File: config.mk
export PLATFORM = sky130hd
export DESIGN_NAME = mouse_master_sm_flat
export DESIGN_NICKNAME = d
export VERILOG_FILES = /design/src/rtl/mouse_master_sm_pkg.sv /design/src/rtl/mouse_master_sm_if.sv /design/src/rtl/mouse_timeout_counter.sv /design/src/rtl/mouse_master_sm.sv /design/src/flat_wrapper.sv
export SDC_FILE = /design/constraint.sdc
export NUM_CORES = 1
export LEC_CHECK = 0
export CORE_UTILIZATION = 30
export CTS_CLUSTER_SIZE = 8
export DETAILED_ROUTE_END_ITERATION = 12
export PLACE_DENSITY = 0.6
export SLEW_MARGIN = 25
export SYNTH_ARGS = -nofsm -noshare
export SYNTH_HDL_FRONTEND = slang
export SYNTH_SLANG_ARGS = --single-unit
File: constraint.sdc
create_clock -name CLK -period 4 [get_ports CLK]
set_input_delay 1 -clock CLK [delete_from_list [all_inputs] [get_ports CLK]]
set_output_delay 1 -clock CLK [all_outputs]
set_load 0.05 [all_outputs]
File: src/rtl/mouse_master_sm_pkg.sv
// Shared definitions for the PS/2 mouse host state machine: state encodings,
// command/response bytes, frame error codes and small decode helpers.
package mouse_master_sm_pkg;

  typedef enum logic [3:0] {
    ST_INIT_WAIT    = 4'd0,
    ST_SEND_FF      = 4'd1,
    ST_WAIT_SENT_FF = 4'd2,
    ST_WAIT_FA      = 4'd3,
    ST_WAIT_AA      = 4'd4,
    ST_WAIT_00      = 4'd5,
    ST_SEND_F4      = 4'd6,
    ST_WAIT_SENT_F4 = 4'd7,
    ST_WAIT_FA_F4   = 4'd8,
    ST_READ_STATUS  = 4'd9,
    ST_READ_DX      = 4'd10,
    ST_READ_DY      = 4'd11,
    ST_INTERRUPT    = 4'd12
  } mouse_state_e;

  // Host-to-mouse commands
  localparam logic [7:0] CMD_RESET         = 8'hFF;
  localparam logic [7:0] CMD_ENABLE_REPORT = 8'hF4;

  // Mouse-to-host responses
  localparam logic [7:0] RSP_ACK          = 8'hFA;
  localparam logic [7:0] RSP_SELF_TEST_OK = 8'hAA;
  localparam logic [7:0] RSP_MOUSE_ID     = 8'h00;

  // Receiver frame status
  localparam logic [1:0] ERR_NONE = 2'b00;

  // States in which the receiver output is consumed.
  function automatic logic is_receive_state(mouse_state_e s);
    case (s)
      ST_WAIT_FA, ST_WAIT_AA, ST_WAIT_00, ST_WAIT_FA_F4,
      ST_READ_STATUS, ST_READ_DX, ST_READ_DY: return 1'b1;
      default:                                return 1'b0;
    endcase
  endfunction

  // States guarded by the shared cycle counter (power-up wait or response timeout).
  function automatic logic is_timed_state(mouse_state_e s);
    case (s)
      ST_INIT_WAIT, ST_WAIT_SENT_FF, ST_WAIT_FA, ST_WAIT_AA, ST_WAIT_00,
      ST_WAIT_SENT_F4, ST_WAIT_FA_F4: return 1'b1;
      default:                        return 1'b0;
    endcase
  endfunction

  // A received byte is accepted only with a clean frame and the expected value.
  function automatic logic resp_match(logic [7:0] data, logic [1:0] err, logic [7:0] expected);
    return (err == ERR_NONE) && (data == expected);
  endfunction

  // Saturate a movement byte when the mouse reports overflow on that axis.
  function automatic logic [7:0] clamp_move(logic [7:0] move, logic ovf, logic sign);
    if (!ovf) return move;
    return sign ? 8'h80 : 8'h7F;
  endfunction

endpackage

File: src/rtl/mouse_master_sm_if.sv
// Bus between the mouse host FSM and the PS/2 transceiver / packet consumer.
//
// Handshake: all strobes are single-cycle pulses, no back-pressure.
//   SEND_BYTE  (master->transceiver) requests a transmit of BYTE_TO_SEND; the byte
//              stays stable until BYTE_SENT pulses back.
//   BYTE_READY (transceiver->master) qualifies BYTE_READ/BYTE_ERROR_CODE for that
//              cycle only; it is consumed only while READ_ENABLE is high.
//   SEND_INTERRUPT (master->consumer) marks the cycle a new packet lands on MOUSE_*.
interface mouse_master_sm_if;
  logic       SEND_BYTE;
  logic [7:0] BYTE_TO_SEND;
  logic       BYTE_SENT;
  logic       READ_ENABLE;
  logic [7:0] BYTE_READ;
  logic [1:0] BYTE_ERROR_CODE;
  logic       BYTE_READY;
  logic [7:0] MOUSE_DX;
  logic [7:0] MOUSE_DY;
  logic [7:0] MOUSE_DZ;
  logic [7:0] MOUSE_STATUS;
  logic       SEND_INTERRUPT;

  modport master (
    output SEND_BYTE, BYTE_TO_SEND, READ_ENABLE,
    output MOUSE_DX, MOUSE_DY, MOUSE_DZ, MOUSE_STATUS, SEND_INTERRUPT,
    input  BYTE_SENT, BYTE_READ, BYTE_ERROR_CODE, BYTE_READY
  );

  modport slave (
    input  SEND_BYTE, BYTE_TO_SEND, READ_ENABLE,
    input  MOUSE_DX, MOUSE_DY, MOUSE_DZ, MOUSE_STATUS, SEND_INTERRUPT,
    output BYTE_SENT, BYTE_READ, BYTE_ERROR_CODE, BYTE_READY
  );
endinterface

File: src/rtl/mouse_timeout_counter.sv
// Cycle counter shared by the power-up wait and the response timeouts.
// terminal is high in the last cycle of a window of 'limit' cycles.
module mouse_timeout_counter #(
  parameter int unsigned WIDTH = 32
) (
  input  logic             CLK,
  input  logic             RESET,
  input  logic             clear,
  input  logic             enable,
  input  logic [WIDTH-1:0] limit,
  output logic             terminal
);

  logic [WIDTH-1:0] count_q;

  assign terminal = enable && ((count_q + WIDTH'(1)) >= limit);

  // Count while enabled, restart on clear, park at the terminal value.
  always_ff @(posedge CLK) begin
    if (RESET || clear) begin
      count_q <= '0;
    end else if (enable && !terminal) begin
      count_q <= count_q + WIDTH'(1);
    end
  end

endmodule

File: src/rtl/mouse_master_sm.sv
// PS/2 mouse host: waits for power-up, resets the mouse (FF -> FA, AA, 00),
// enables streaming (F4 -> FA), then assembles 3-byte packets and publishes
// them with a one-cycle SEND_INTERRUPT. Any protocol error or timeout during
// init, or a bad frame while streaming, re-runs the whole init sequence.
module mouse_master_sm
  import mouse_master_sm_pkg::*;
#(
  parameter int unsigned INIT_WAIT_CYCLES    = 5_000_000,
  parameter int unsigned RESP_TIMEOUT_CYCLES = 1_000_000
) (
  input  logic                      CLK,
  input  logic                      RESET,
  mouse_master_sm_if.master         bus,
  output logic [3:0]                CURRENT_STATE
);

  localparam int unsigned TW = 32;
  localparam logic [TW-1:0] INIT_LIMIT = TW'(INIT_WAIT_CYCLES);
  localparam logic [TW-1:0] RESP_LIMIT = TW'(RESP_TIMEOUT_CYCLES);

  mouse_state_e state_q, next_state;

  logic [7:0] shadow_status_q, shadow_dx_q, shadow_dy_q;
  logic [7:0] shadow_status_d, shadow_dx_d, shadow_dy_d;

  logic       send_byte_q;
  logic [7:0] byte_to_send_q;
  logic       read_enable_q;
  logic       send_interrupt_q;
  logic [7:0] mouse_dx_q, mouse_dy_q, mouse_status_q;

  logic       timer_done;
  logic       rx_ok;
  logic       rx_bad;

  assign rx_ok  = bus.BYTE_READY && (bus.BYTE_ERROR_CODE == ERR_NONE);
  assign rx_bad = bus.BYTE_READY && (bus.BYTE_ERROR_CODE != ERR_NONE);

  // Counter restarts on every state change; the limit depends on which wait is active.
  mouse_timeout_counter #(.WIDTH(TW)) u_timer (
    .CLK      (CLK),
    .RESET    (RESET),
    .clear    (next_state != state_q),
    .enable   (is_timed_state(state_q)),
    .limit    ((state_q == ST_INIT_WAIT) ? INIT_LIMIT : RESP_LIMIT),
    .terminal (timer_done)
  );

  // Next-state and shadow-register decode.
  always_comb begin
    next_state      = state_q;
    shadow_status_d = shadow_status_q;
    shadow_dx_d     = shadow_dx_q;
    shadow_dy_d     = shadow_dy_q;
    case (state_q)
      ST_INIT_WAIT:    if (timer_done) next_state = ST_SEND_FF;
      ST_SEND_FF:      next_state = ST_WAIT_SENT_FF;
      ST_WAIT_SENT_FF: begin
        if (bus.BYTE_SENT)   next_state = ST_WAIT_FA;
        else if (timer_done) next_state = ST_INIT_WAIT;
      end
      ST_WAIT_FA: begin
        if (bus.BYTE_READY)
          next_state = resp_match(bus.BYTE_READ, bus.BYTE_ERROR_CODE, RSP_ACK) ? ST_WAIT_AA : ST_INIT_WAIT;
        else if (timer_done) next_state = ST_INIT_WAIT;
      end
      ST_WAIT_AA: begin
        if (bus.BYTE_READY)
          next_state = resp_match(bus.BYTE_READ, bus.BYTE_ERROR_CODE, RSP_SELF_TEST_OK) ? ST_WAIT_00 : ST_INIT_WAIT;
        else if (timer_done) next_state = ST_INIT_WAIT;
      end
      ST_WAIT_00: begin
        if (bus.BYTE_READY)
          next_state = resp_match(bus.BYTE_READ, bus.BYTE_ERROR_CODE, RSP_MOUSE_ID) ? ST_SEND_F4 : ST_INIT_WAIT;
        else if (timer_done) next_state = ST_INIT_WAIT;
      end
      ST_SEND_F4:      next_state = ST_WAIT_SENT_F4;
      ST_WAIT_SENT_F4: begin
        if (bus.BYTE_SENT)   next_state = ST_WAIT_FA_F4;
        else if (timer_done) next_state = ST_INIT_WAIT;
      end
      ST_WAIT_FA_F4: begin
        if (bus.BYTE_READY)
          next_state = resp_match(bus.BYTE_READ, bus.BYTE_ERROR_CODE, RSP_ACK) ? ST_READ_STATUS : ST_INIT_WAIT;
        else if (timer_done) next_state = ST_INIT_WAIT;
      end
      ST_READ_STATUS: begin
        if (rx_ok) begin
          shadow_status_d = bus.BYTE_READ;
          next_state      = ST_READ_DX;
        end else if (rx_bad) begin
          next_state = ST_INIT_WAIT;
        end
      end
      ST_READ_DX: begin
        if (rx_ok) begin
          shadow_dx_d = bus.BYTE_READ;
          next_state  = ST_READ_DY;
        end else if (rx_bad) begin
          next_state = ST_INIT_WAIT;
        end
      end
      ST_READ_DY: begin
        if (rx_ok) begin
          shadow_dy_d = bus.BYTE_READ;
          next_state  = ST_INTERRUPT;
        end else if (rx_bad) begin
          next_state = ST_INIT_WAIT;
        end
      end
      ST_INTERRUPT:    next_state = ST_READ_STATUS;
      default:         next_state = ST_INIT_WAIT;
    endcase
  end

  // State, shadows and registered outputs; outputs are decoded from next_state
  // so they line up with the state they belong to. The packet is published from
  // the *_d shadows so the final byte is already visible during INTERRUPT.
  always_ff @(posedge CLK) begin
    if (RESET) begin
      state_q          <= ST_INIT_WAIT;
      shadow_status_q  <= 8'h00;
      shadow_dx_q      <= 8'h00;
      shadow_dy_q      <= 8'h00;
      send_byte_q      <= 1'b0;
      byte_to_send_q   <= 8'h00;
      read_enable_q    <= 1'b0;
      send_interrupt_q <= 1'b0;
      mouse_dx_q       <= 8'h00;
      mouse_dy_q       <= 8'h00;
      mouse_status_q   <= 8'h00;
    end else begin
      state_q          <= next_state;
      shadow_status_q  <= shadow_status_d;
      shadow_dx_q      <= shadow_dx_d;
      shadow_dy_q      <= shadow_dy_d;
      send_byte_q      <= (next_state == ST_SEND_FF) || (next_state == ST_SEND_F4);
      if (next_state == ST_SEND_FF)      byte_to_send_q <= CMD_RESET;
      else if (next_state == ST_SEND_F4) byte_to_send_q <= CMD_ENABLE_REPORT;
      read_enable_q    <= is_receive_state(next_state);
      send_interrupt_q <= (next_state == ST_INTERRUPT);
      if (next_state == ST_INTERRUPT) begin
        mouse_status_q <= shadow_status_d;
        mouse_dx_q     <= clamp_move(shadow_dx_d, shadow_status_d[6], shadow_status_d[4]);
        mouse_dy_q     <= clamp_move(shadow_dy_d, shadow_status_d[7], shadow_status_d[5]);
      end
    end
  end

  assign bus.SEND_BYTE      = send_byte_q;
  assign bus.BYTE_TO_SEND   = byte_to_send_q;
  assign bus.READ_ENABLE    = read_enable_q;
  assign bus.SEND_INTERRUPT = send_interrupt_q;
  assign bus.MOUSE_STATUS   = mouse_status_q;
  assign bus.MOUSE_DX       = mouse_dx_q;
  assign bus.MOUSE_DY       = mouse_dy_q;
  assign bus.MOUSE_DZ       = 8'h00;
  assign CURRENT_STATE      = state_q;

endmodule

File: src/flat_wrapper.sv
// flat-port wrapper written by rule: the top's interface ports become plain ports
module mouse_master_sm_flat import mouse_master_sm_pkg::*;
#(
  parameter int unsigned INIT_WAIT_CYCLES    = 5_000_000,
  parameter int unsigned RESP_TIMEOUT_CYCLES = 1_000_000
)
  (CLK, RESET, CURRENT_STATE, bus_SEND_BYTE, bus_BYTE_TO_SEND, bus_READ_ENABLE, bus_MOUSE_DX, bus_MOUSE_DY, bus_MOUSE_DZ, bus_MOUSE_STATUS, bus_SEND_INTERRUPT, bus_BYTE_SENT, bus_BYTE_READ, bus_BYTE_ERROR_CODE, bus_BYTE_READY);
  mouse_master_sm_if bus_i ();
  input  logic CLK;
  input  logic RESET;
  output logic [3:0] CURRENT_STATE;
  output wire logic [$bits(bus_i.SEND_BYTE)-1:0] bus_SEND_BYTE;
  output wire logic [$bits(bus_i.BYTE_TO_SEND)-1:0] bus_BYTE_TO_SEND;
  output wire logic [$bits(bus_i.READ_ENABLE)-1:0] bus_READ_ENABLE;
  output wire logic [$bits(bus_i.MOUSE_DX)-1:0] bus_MOUSE_DX;
  output wire logic [$bits(bus_i.MOUSE_DY)-1:0] bus_MOUSE_DY;
  output wire logic [$bits(bus_i.MOUSE_DZ)-1:0] bus_MOUSE_DZ;
  output wire logic [$bits(bus_i.MOUSE_STATUS)-1:0] bus_MOUSE_STATUS;
  output wire logic [$bits(bus_i.SEND_INTERRUPT)-1:0] bus_SEND_INTERRUPT;
  input wire logic [$bits(bus_i.BYTE_SENT)-1:0] bus_BYTE_SENT;
  input wire logic [$bits(bus_i.BYTE_READ)-1:0] bus_BYTE_READ;
  input wire logic [$bits(bus_i.BYTE_ERROR_CODE)-1:0] bus_BYTE_ERROR_CODE;
  input wire logic [$bits(bus_i.BYTE_READY)-1:0] bus_BYTE_READY;
  assign bus_SEND_BYTE = bus_i.SEND_BYTE;
  assign bus_BYTE_TO_SEND = bus_i.BYTE_TO_SEND;
  assign bus_READ_ENABLE = bus_i.READ_ENABLE;
  assign bus_MOUSE_DX = bus_i.MOUSE_DX;
  assign bus_MOUSE_DY = bus_i.MOUSE_DY;
  assign bus_MOUSE_DZ = bus_i.MOUSE_DZ;
  assign bus_MOUSE_STATUS = bus_i.MOUSE_STATUS;
  assign bus_SEND_INTERRUPT = bus_i.SEND_INTERRUPT;
  assign bus_i.BYTE_SENT = bus_BYTE_SENT;
  assign bus_i.BYTE_READ = bus_BYTE_READ;
  assign bus_i.BYTE_ERROR_CODE = bus_BYTE_ERROR_CODE;
  assign bus_i.BYTE_READY = bus_BYTE_READY;
  mouse_master_sm #(.INIT_WAIT_CYCLES(INIT_WAIT_CYCLES), .RESP_TIMEOUT_CYCLES(RESP_TIMEOUT_CYCLES)) u_core (.CLK(CLK), .RESET(RESET), .bus(bus_i), .CURRENT_STATE(CURRENT_STATE));
endmodule
==> reports/summary.txt, run 1 <==
RSZ-0062 raised after global routing - no
Vias - 4177
Cell Pwr Density - 311 nW/µm²
I/O pin cnt - 61
Final setup vio count - 0
GP Congestion - 0.912
IO Port Bufs - 52
Fin crit share - 92.7%
Fillers - 1452
Most common cell after layout, fill and taps aside - nor2_1
Asr flop ratio synth - 0%
Initial antenna violation count - 0
Final Hold Fails - 0
Grt ovf - 0
Vias per inst - 5.29
Hold Path Stages - 2
Yosys cell types - 62
WP data arrival - 3.94 ns
Mapped Avg Cell Area - 8.19 µm²
First-pass GRT wire length - 19.7 mm
Nets - 622
Area of the die - 15500 µm²
Most frequent cells in the layout - nor2_1, dfxtp_1, clkdlybuf4s50_1, nand2_1, buf_4
Worst-Margin Slew - 0.544 ns
Minimum clock period - 3.71 ns
Leakage Power - 0.00216 µW
Row count - 44
Worst vdd ir - 0.220 mV
CP dominant cell by count - ha_1
Max-cap violation count - 0
Core area - 14600 µm²
Critical path type - reg -> reg
DR pass1 iterations - 5
Synth top area cells - dfxtp_1, nor2_1, xor2_1
Number of H-tree levels - 3
Maximum clock rate - 270 MHz
Largest family of logic cells by synthesized area - simple AND/OR/NAND/NOR gates
Multi-input logic area - 2650 µm²
Setup TNS Final - 0 ns
Status - completed
CP Max Fanout - 6
DRT antenna net count - 0
WP buf/inv - 2
Simple-gate share of the synthesized area - 25.8%
FF-to-FF path depth - 15
Worst R2R End - u_core.bus.READ_ENABLE
#FFs+latches synth - 81
Hold Startpoint - u_core.shadow_status_q[2]
Crit-path max cell delay - 0.41 ns
DR WL/cell - 14.8 µm
Critical-path top delay cell - dfxtp_1
DRT iter0 DRCs - 388
CP cell instances - ha_1 -> nand4_2 -> nor4_4 -> and2_1 -> and3_1 -> xor2_1 -> ha_1 -> inv_1 -> a311o_1 -> nand4_1 -> a21o_1 -> buf_4 -> a21oi_1 -> o32ai_1 -> a311oi_1
Worst-path clk slew - 0.06 ns
Clk sink count - 81
Relative slew slack - 63.6%
Largest net degree at the start of global routing - 48
Hold path endpoint - u_core.bus.MOUSE_STATUS[2]
Detailed-placement wirelength estimate - 8.30 mm
Post-Synth XOR/XNOR Area - 6.60%
CTS tree - built
Overall power - 1760 µW
N_diodes - 0
Non-Filler Instances - 790
Synth warn - 0
Post-synth top flop - dfxtp_1
FF+latch area - 1620 µm²
GRT Overall Usage - 15.5%
Mux contribution to synthesized area - 4.22%
Final cell utilization of the core - 38.7%
Yosys top cell by area - dfxtp_1
CP Capture Type - flop
Post-placement cell count - 775
Area delta synth->final - 25.2%
CTS Buffer Depth - 2
R2R Path Start - u_core.u_timer.count_q[0]
Post-Synth Adder-Cell Area - 1.66%
Synth Area in Compound Gates - 18.6%
Startpoint Class - flop
Fraction of layout cells with a size suffix above 1 - 11.2%
Synth Instances - 551
# DRC - 0
Vias in the first global route - 3946
Crit path max-delay family - simple AND/OR/NAND/NOR gates
Register area share after synthesis - 35.9%
Vert. Die Dim - 125 µm
Final Skew - 0.00467 ns
Pins Over Slew Limit - 0
Initial Utilization - 30.9%
R2R Setup Slk - 0.29 ns
Clk_lat worst skew - 0.33 ns
Die width - 125 µm
TritonCTS buffer count - 9
Syn Std Cell Area - 4510 µm²
Hold Crit Class - reg -> reg
EDFF count, synth - 0
Top cell type's share of synthesized area - 35.9%
Final WL - 11.7 mm
Root Buffer - clkbuf_16
Worst EP required - 4.23 ns
[Yosys cell counts (7+ instances only)]
cell / instances
a21oi_1: 28
nand4_1: 13
o211ai_1: 7
dfxtp_1: 81
nor2_1: 85
o21ai_0: 9
nand3_1: 15
xor2_1: 22
buf_4: 16
a211oi_1: 23
nor4_1: 11
mux2i_1: 19
xnor2_1: 12
nand2_1: 41
clkbuf_1: 25
nor3_1: 21
inv_1: 12
[per-layer routing]
metal	wire [µm]	vias up	global-route usage, %
met1	5650	1975	20.9
met2	5270	118	24.1
met4	168	0	5.24
met3	575	16	3.39
met5	0	-	0
li1	-	2068	-
[cells by family after synthesis]
family	count (synthesis)
mux	19
flops	81
xor+xnor	34
simple gates	229
compound gates	117
buf+inv	64
other cells	1
fa+ha+maj	6
[registers in the layout (all words and copies together) (netlist names)]
register and count:
u_core.u_timer.count_q 32, u_core.shadow_status_q 8, u_core.bus.READ_ENABLE 1, u_core.shadow_dx_q 8, u_core.bus.MOUSE_STATUS 8, u_core.bus.SEND_INTERRUPT 1
u_core.bus.SEND_BYTE 1, u_core.CURRENT_STATE 4, u_core.bus.MOUSE_DY 8, u_core.bus.BYTE_TO_SEND 2, u_core.bus.MOUSE_DX 8
[report_power, final]
| part | leakage [µW] | switching, µW | total (µW) | internal (µW) |
|---|---|---|---|---|
| Clock | 0.000149 | 323 | 866 | 543 |
| Sequential | 0.000653 | 4.26 | 814 | 809 |
| Combinational | 0.00136 | 52.3 | 76.5 | 24.1 |
| Total | 0.00216 | 379 | 1760 | 1380 |
[worst min-delay path: stages, from the launching register on]
cell     delay [ns]
dfxtp_1        0.31
nand2_1        0.05
a21oi_1        0.05
[worst max path at each step]
stage                                    from                    endpoint  slack (ns)  cells after the start
floorplan           u_core.u_timer.count_q[7]  u_core.u_timer.count_q[26]        0.55                     16
global placement       bus_BYTE_ERROR_CODE[1]  u_core.u_timer.count_q[25]        0.25                     11
detailed placement  u_core.u_timer.count_q[6]  u_core.u_timer.count_q[25]        0.21                     14
CTS                 u_core.u_timer.count_q[6]      u_core.bus.READ_ENABLE        0.17                     13
global route        u_core.u_timer.count_q[2]      u_core.bus.READ_ENABLE        0.02                     15
finish              u_core.u_timer.count_q[0]      u_core.bus.READ_ENABLE        0.29                     15
[stage by stage]
stage | worst slack, ns | hold WS [ns] | cell area [µm²]
finish | 0.293 | 0.450 | 5650
detailed placement | 0.207 | 0.447 | 5290
CTS | 0.174 | 0.455 | 5600
global placement | 0.254 | 0.443 | 5290
floorplan | 0.549 | 0.432 | 4540
global route | 0.0194 | 0.477 | 5650
[layout make-up]
| class | instances | share of cell area, % |
|---|---|---|
| well taps | 184 | 4.08 |
| multi-input cells | 413 | 46.9 |
| repair buffers | 84 | 13.9 |
| clock inverters | 5 | 1.44 |
| flip-flops and latches | 81 | 28.7 |
| clock buffers | 10 | 4.05 |
| inverters | 13 | 0.864 |
[timing repair]
| action | 4_1_cts | 5_1_grt |
|---|---|---|
| hold buffers | 0 | 0 |
| buffers inserted | 0 | 0 |
| gates resized for setup | 0 | 7 |
| endpoints found under the setup margin | 0 | 35 |
| hold endpoints to repair | 0 | 0 |
Power figures use the tool's default switching activity.
==> run 2: changes to the inputs <==
- PLACE_DENSITY: 0.6 -> unset
- PLACE_DENSITY_LB_ADDON: unset -> 0.05
- clock period: 4 -> 3.9 ns (I/O delays scaled with it)
==> reports/summary.txt, run 2 (synthesized netlist as in run 1, its figures left out) <==
Root Buffer - clkbuf_16 (unchanged)
Grt ovf - 0 (unchanged)
Leakage Power - 0.00219 µW (was 0.00216 µW)
Setup TNS Final - 0 ns (unchanged)
Hold-fix buffers, CTS - 0 (unchanged)
Max-cap violation count - 0 (unchanged)
Initial antenna violation count - 0 (unchanged)
Biggest register - u_core.u_timer.count_q (unchanged)
Core area - 14600 µm² (unchanged)
WP data arrival - 3.82 ns (was 3.94 ns)
Max reg flops - 32 (unchanged)
Critical-path top delay cell - nor4_4 (was dfxtp_1)
Placed cell area - 5350 µm² (was 5290 µm²)
Crit-path max cell delay - 0.40 ns (was 0.41 ns)
Overall power - 1750 µW (was 1760 µW)
First-pass GRT wire length - 20.8 mm (was 19.7 mm)
Vias - 4190 (was 4177)
I/O pin cnt - 61 (unchanged)
Most frequent cells in the layout - nor2_1, dfxtp_1, clkdlybuf4s50_1, buf_4, nand2_1 (was nor2_1, dfxtp_1, clkdlybuf4s50_1, nand2_1, buf_4)
Initial Utilization - 30.9% (unchanged)
DRT iter0 DRCs - 269 (was 388)
Area delta synth->final - 25.5% (was 25.2%)
Number of H-tree levels - 3 (unchanged)
Final Hold Fails - 0 (unchanged)
Fillers - 1490 (was 1452)
Largest net degree at the start of global routing - 49 (was 48)
Fin crit share - 91.1% (was 92.7%)
Clk sink count - 81 (unchanged)
Pins Over Slew Limit - 0 (unchanged)
Maximum clock rate - 281 MHz (was 270 MHz)
Worst EP required - 4.17 ns (was 4.23 ns)
RSZ-0062 raised after global routing - no (unchanged)
CP Capture Type - flop (unchanged)
CP Max Fanout - 32 (was 6)
CTS tree - built (unchanged)
TritonCTS buffer count - 9 (unchanged)
Hold Crit Class - reg -> reg (unchanged)
Pre-CTS WS - 0.179 ns (was 0.207 ns)
Area of the die - 15500 µm² (unchanged)
DR WL/cell - 15.5 µm (was 14.8 µm)
GP Congestion - 0.891 (was 0.912)
Row count - 44 (unchanged)
CP cell instances - buf_4 -> nand4_1 -> nor4_4 -> and2_1 -> and3_1 -> xor2_1 -> ha_1 -> inv_1 -> a311o_1 -> nand4_1 -> a21o_2 -> a211oi_2 -> o211ai_2 -> buf_12 -> nor3b_1 (was ha_1 -> nand4_2 -> nor4_4 -> and2_1 -> and3_1 -> xor2_1 -> ha_1 -> inv_1 -> a311o_1 -> nand4_1 -> a21o_1 -> buf_4 -> a21oi_1 -> o32ai_1 -> a311oi_1)
Detailed-placement wirelength estimate - 8.89 mm (was 8.30 mm)
GRT Overall Usage - 16.8% (was 15.5%)
Most common cell after layout, fill and taps aside - nor2_1 (unchanged)
Final WL - 12.4 mm (was 11.7 mm)
Clk_lat worst skew - 0.35 ns (was 0.33 ns)
Fin worst setup slack - 0.347 ns (was 0.293 ns)
DR pass1 iterations - 4 (was 5)
Vias per inst - 5.22 (was 5.29)
Final setup vio count - 0 (unchanged)
Cell Pwr Density - 309 nW/µm² (was 311 nW/µm²)
Nets - 634 (was 622)
Fraction of layout cells with a size suffix above 1 - 12.8% (was 11.2%)
Die width - 125 µm (unchanged)
Startpoint Class - flop (unchanged)
Worst vdd ir - 0.178 mV (was 0.220 mV)
DRT antenna net count - 0 (unchanged)
Minimum clock period - 3.55 ns (was 3.71 ns)
Final Skew - 0.00749 ns (was 0.00467 ns)
Final Hold Slack - 0.455 ns (was 0.450 ns)
CTS Buffer Depth - 2 (unchanged)
Status - completed (unchanged)
Worst-path clk slew - 0.06 ns (about the same)
N_diodes - 0 (unchanged)
Vias in the first global route - 3841 (was 3946)
Design area - 5660 µm² (was 5650 µm²)
FF+latch area - 1620 µm² (unchanged)
CP dominant cell by count - nand4_1 (was ha_1)
Worst-Margin Slew - 0.931 ns (was 0.544 ns)
Multi-input logic area - 2620 µm² (was 2650 µm²)
Vert. Die Dim - 125 µm (unchanged)
# DRC - 0 (unchanged)
IO Port Bufs - 52 (unchanged)
Relative slew slack - 37.9% (was 63.6%)
Critical path type - reg -> reg (unchanged)
==> run 2: cell count changes in the layout (fill, tap and decap cells not counted), sizes merged <==
| cell | delta |
|---|---|
| bufinv | -2 |
| clkdlybuf4s50 | -1 |
| inv | +3 |
| clkinvlp | -1 |
| clkinv | -1 |
| buf | +13 |
| clkbuf | +1 |
==> run 2: metrics by stage <==
step           utilization (%)  cells
2_1_floorplan                -    558
5_1_grt                   38.8    802
3_5_place_dp              36.7    785
4_1_cts                   38.7    800
6_report                  38.8    802
3_3_place_gp              36.7    785
==> run 2: report_power, final <==
| part | total (µW) | switching (µW) | internal (µW) |
|---|---|---|---|
| combinational | 83.4 | 56.0 | 27.4 |
| sequential | 833 | 3.56 | 830 |
| clock | 834 | 363 | 471 |
==> run 2: area by class of cell <==
type,instances,share of cell area (%)
Inverter,13,0.862
Clock buffer,11,4.46
Tap cell,184,4.07
Timing Repair Buffer,96,15.2
Clock inverter,4,0.619
Sequential cell,81,28.6
Multi-Input combinational cell,413,46.2
==> run 2: routing by layer <==
metal | track usage (%) | vias up | wire, µm
met5 | 0 | - | 0
met4 | 6.95 | 0 | 245
met3 | 3.09 | 18 | 536
met2 | 23.6 | 118 | 5260
met1 | 24.9 | 1963 | 6380
li1 | - | 2091 | -
==> run 2: repair_timing <==
item | 4_1_cts | 5_1_grt
setup buffers | 0 | 2
resized for setup | 0 | 2
setup endpoints to repair | 0 | 31
==> run 2: final timing paths <==
check,from,end,slack [ns],cells after the start
worst min-delay path,u_core.shadow_status_q[2],u_core.bus.MOUSE_STATUS[2],0.45,2
worst max register to register,u_core.u_timer.count_q[7],u_core.u_timer.count_q[24],0.35,15
worst max-delay path,u_core.u_timer.count_q[7],u_core.u_timer.count_q[24],0.35,15
worst min register to register,u_core.shadow_status_q[2],u_core.bus.MOUSE_STATUS[2],0.45,2
==> run 2: worst max-delay path: cells and delay by family (launching register included) <==
kind,cells,cell delay (ns)
AND/OR/NAND/NOR,6,1.45
buffers and inverters,3,0.40
flip-flops,1,0.35
adder cells (fa/ha/maj),1,0.27
XOR/XNOR,1,0.17
AO/OA/AOI/OAI,4,0.83
==> run 3: changes to the inputs <==
- CORE_MARGIN: unset -> 3
- CORE_UTILIZATION: 30 -> 47
==> reports/summary.txt, run 3 (synthesized netlist as in run 1, its figures left out) <==
I/O pin cnt - 61 (unchanged)
Vias in the first global route - 4024 (was 3841)
Fraction of layout cells with a size suffix above 1 - 12.7% (was 12.8%)
Max reg flops - 32 (unchanged)
Initial antenna violation count - 0 (unchanged)
Clk sink count - 81 (unchanged)
R2R Setup Slk - 0.32 ns (was 0.35 ns)
Pre-CTS WS - 0.152 ns (was 0.179 ns)
Die width - 104 µm (was 125 µm)
Nets - 630 (was 634)
Root Buffer - clkbuf_8 (was clkbuf_16)
Worst R2R End - u_core.u_timer.count_q[7] (was u_core.u_timer.count_q[24])
Worst-path clk slew - 0.10 ns (was 0.06 ns)
DRT antenna net count - 0 (unchanged)
Hold Path Stages - 2 (unchanged)
Initial Utilization - 48.6% (was 30.9%)
Area delta synth->final - 22.2% (was 25.5%)
First-pass GRT wire length - 20.1 mm (was 20.8 mm)
Placed cell area - 5280 µm² (was 5350 µm²)
CTS tree - built (unchanged)
Crit-path max cell delay - 0.44 ns (was 0.40 ns)
Most common cell after layout, fill and taps aside - nor2_1 (unchanged)
Worst vdd ir - 0.156 mV (was 0.178 mV)
IO Port Bufs - 52 (unchanged)
Number of H-tree levels - 3 (unchanged)
Hold Startpoint - u_core.shadow_status_q[1] (was u_core.shadow_status_q[2])
Design area - 5510 µm² (was 5660 µm²)
Area of the die - 10800 µm² (was 15500 µm²)
Critical path type - reg -> reg (unchanged)
N_diodes - 0 (unchanged)
Hold path endpoint - u_core.bus.MOUSE_STATUS[1] (was u_core.bus.MOUSE_STATUS[2])
R2R Path Start - u_core.u_timer.count_q[8] (was u_core.u_timer.count_q[7])
Row count - 35 (was 44)
Leakage Power - 0.00215 µW (was 0.00219 µW)
Final Hold Fails - 0 (unchanged)
DR WL/cell - 15.7 µm (was 15.5 µm)
Relative slew slack - 61.4% (was 37.9%)
Minimum clock period - 3.58 ns (was 3.55 ns)
Pins Over Slew Limit - 0 (unchanged)
Critical-path top delay cell - nor4_1 (was nor4_4)
Fin worst setup slack - 0.323 ns (was 0.347 ns)
WP buf/inv - 2 (was 3)
Setup TNS Final - 0 ns (unchanged)
Grt ovf - 0 (unchanged)
CP cell instances - nand4_2 -> nor4_1 -> and4_1 -> xor2_1 -> ha_1 -> a21o_1 -> a2111oi_2 -> o211ai_1 -> buf_4 -> a211oi_4 -> buf_4 -> nand4_1 -> xor2_1 -> nor2_1 (was buf_4 -> nand4_1 -> nor4_4 -> and2_1 -> and3_1 -> xor2_1 -> ha_1 -> inv_1 -> a311o_1 -> nand4_1 -> a21o_2 -> a211oi_2 -> o211ai_2 -> buf_12 -> nor3b_1)
CTS Buffer Depth - 2 (unchanged)
Worst-Margin Slew - 0.574 ns (was 0.931 ns)
# DRC - 0 (unchanged)
Most frequent cells in the layout - nor2_1, dfxtp_1, clkdlybuf4s50_1, nand2_1, buf_4 (was nor2_1, dfxtp_1, clkdlybuf4s50_1, buf_4, nand2_1)
GP Congestion - 0.984 (was 0.891)
TritonCTS buffer count - 9 (unchanged)
Largest net degree at the start of global routing - 48 (was 49)
Vert. Die Dim - 104 µm (was 125 µm)
Worst EP required - 4.15 ns (was 4.17 ns)
GRT Overall Usage - 22.0% (was 16.8%)
DRT iter0 DRCs - 237 (was 269)
Crit path max-delay family - simple AND/OR/NAND/NOR gates (unchanged)
Biggest register - u_core.u_timer.count_q (unchanged)
Final setup vio count - 0 (unchanged)
WP data arrival - 3.82 ns (about the same)
Final Skew - 0.0149 ns (was 0.00749 ns)
Core area - 9280 µm² (was 14600 µm²)
Max-cap violation count - 0 (unchanged)
Maximum clock rate - 280 MHz (was 281 MHz)
RSZ-0062 raised after global routing - no (unchanged)
Clk_lat worst skew - 0.36 ns (was 0.35 ns)
CP Capture Type - flop (unchanged)
Status - completed (unchanged)
Fin crit share - 91.7% (was 91.1%)
Vias per inst - 5.76 (was 5.22)
FF-to-FF path depth - 14 (was 15)
Hold Crit Class - reg -> reg (unchanged)
Startpoint Class - flop (unchanged)
Cell Pwr Density - 286 nW/µm² (was 309 nW/µm²)
Vias - 4285 (was 4190)
Fillers - 858 (was 1490)
Final WL - 11.7 mm (was 12.4 mm)
Detailed-placement wirelength estimate - 8.25 mm (was 8.89 mm)
DR pass1 iterations - 5 (was 4)
CP Max Fanout - 25 (was 32)
## run 3: cell count changes in the layout (fill, tap and decap cells not counted), sizes merged
cell,delta
buf,-5
clkbuf,-1
clkdlybuf4s50,+1
clkinv,+1
bufinv,+1
## run 3: worst register-to-register path: cells and delay by family, from the launching register on
family | cells | cell delay, ns
xor gates and xnor gates | 2 | 0.33
DFF | 1 | 0.43
adders and majority gates | 1 | 0.27
AOI/OAI and AO/OA | 4 | 0.77
buffers and inverters | 2 | 0.49
and+or+nand+nor | 5 | 1.18
## run 3: final cells by class
cell class	instances	area, µm²	share of cell area, %
Clock buffer	10	138	2.50
Timing Repair Buffer	92	846	15.3
Clock inverter	6	72.6	1.32
Sequential cell	81	1620	29.4
Multi-Input combinational cell	413	2630	47.6
Inverter	13	48.8	0.885
Tap cell	129	161	2.93
## run 3: per-stage QoR
| stage | utilization (%) | power, µW | std cells | hold WS [ns] |
|---|---|---|---|---|
| floorplan | - | 901 | 558 | 0.432 |
| global placement | 56.8 | 932 | 727 | 0.442 |
| detailed placement | 56.8 | 934 | 727 | 0.449 |
| CTS | 59.1 | 1590 | 743 | 0.456 |
| global route | 59.4 | 1640 | 744 | 0.480 |
| finish | 59.4 | 1580 | 744 | 0.454 |
## run 3: worst max-delay path by stage
stage / startpoint / end / slack (ns) / depth (start not counted)
6_report: u_core.u_timer.count_q[8] / u_core.u_timer.count_q[7] / 0.32 / 14
5_1_grt: u_core.u_timer.count_q[1] / u_core.u_timer.count_q[25] / 0.03 / 15
4_1_cts: u_core.u_timer.count_q[8] / u_core.u_timer.count_q[25] / 0.23 / 15
3_5_place_dp: bus_BYTE_ERROR_CODE[1] / u_core.u_timer.count_q[25] / 0.15 / 10
3_3_place_gp: bus_BYTE_READ[0] / u_core.u_timer.count_q[24] / 0.14 / 12
2_1_floorplan: u_core.u_timer.count_q[7] / u_core.u_timer.count_q[26] / 0.45 / 16
## run 3: timing repair
item / in CTS / in global routing
hold buffers: 0 / 0
resized for setup: 0 / 5
setup buffers: 0 / 1
setup endpoints to repair: 0 / 7
## run 3: layer usage
layer	share of wire, %	up-vias	GRT usage (%)	wire, µm
met5	0	-	0	0
met4	1.2	0	6.27	142
met3	6.7	17	3.66	783
met2	44	169	33.0	5110
met1	48	2015	32.6	5660
li1	-	2084	-	-
## run 3: report_power, final
part           switching, µW  total, µW  internal [µW]
logic                   55.6       82.8           27.3
registers               3.53        833            829
clock network            337        660            323
total                    396       1580           1180
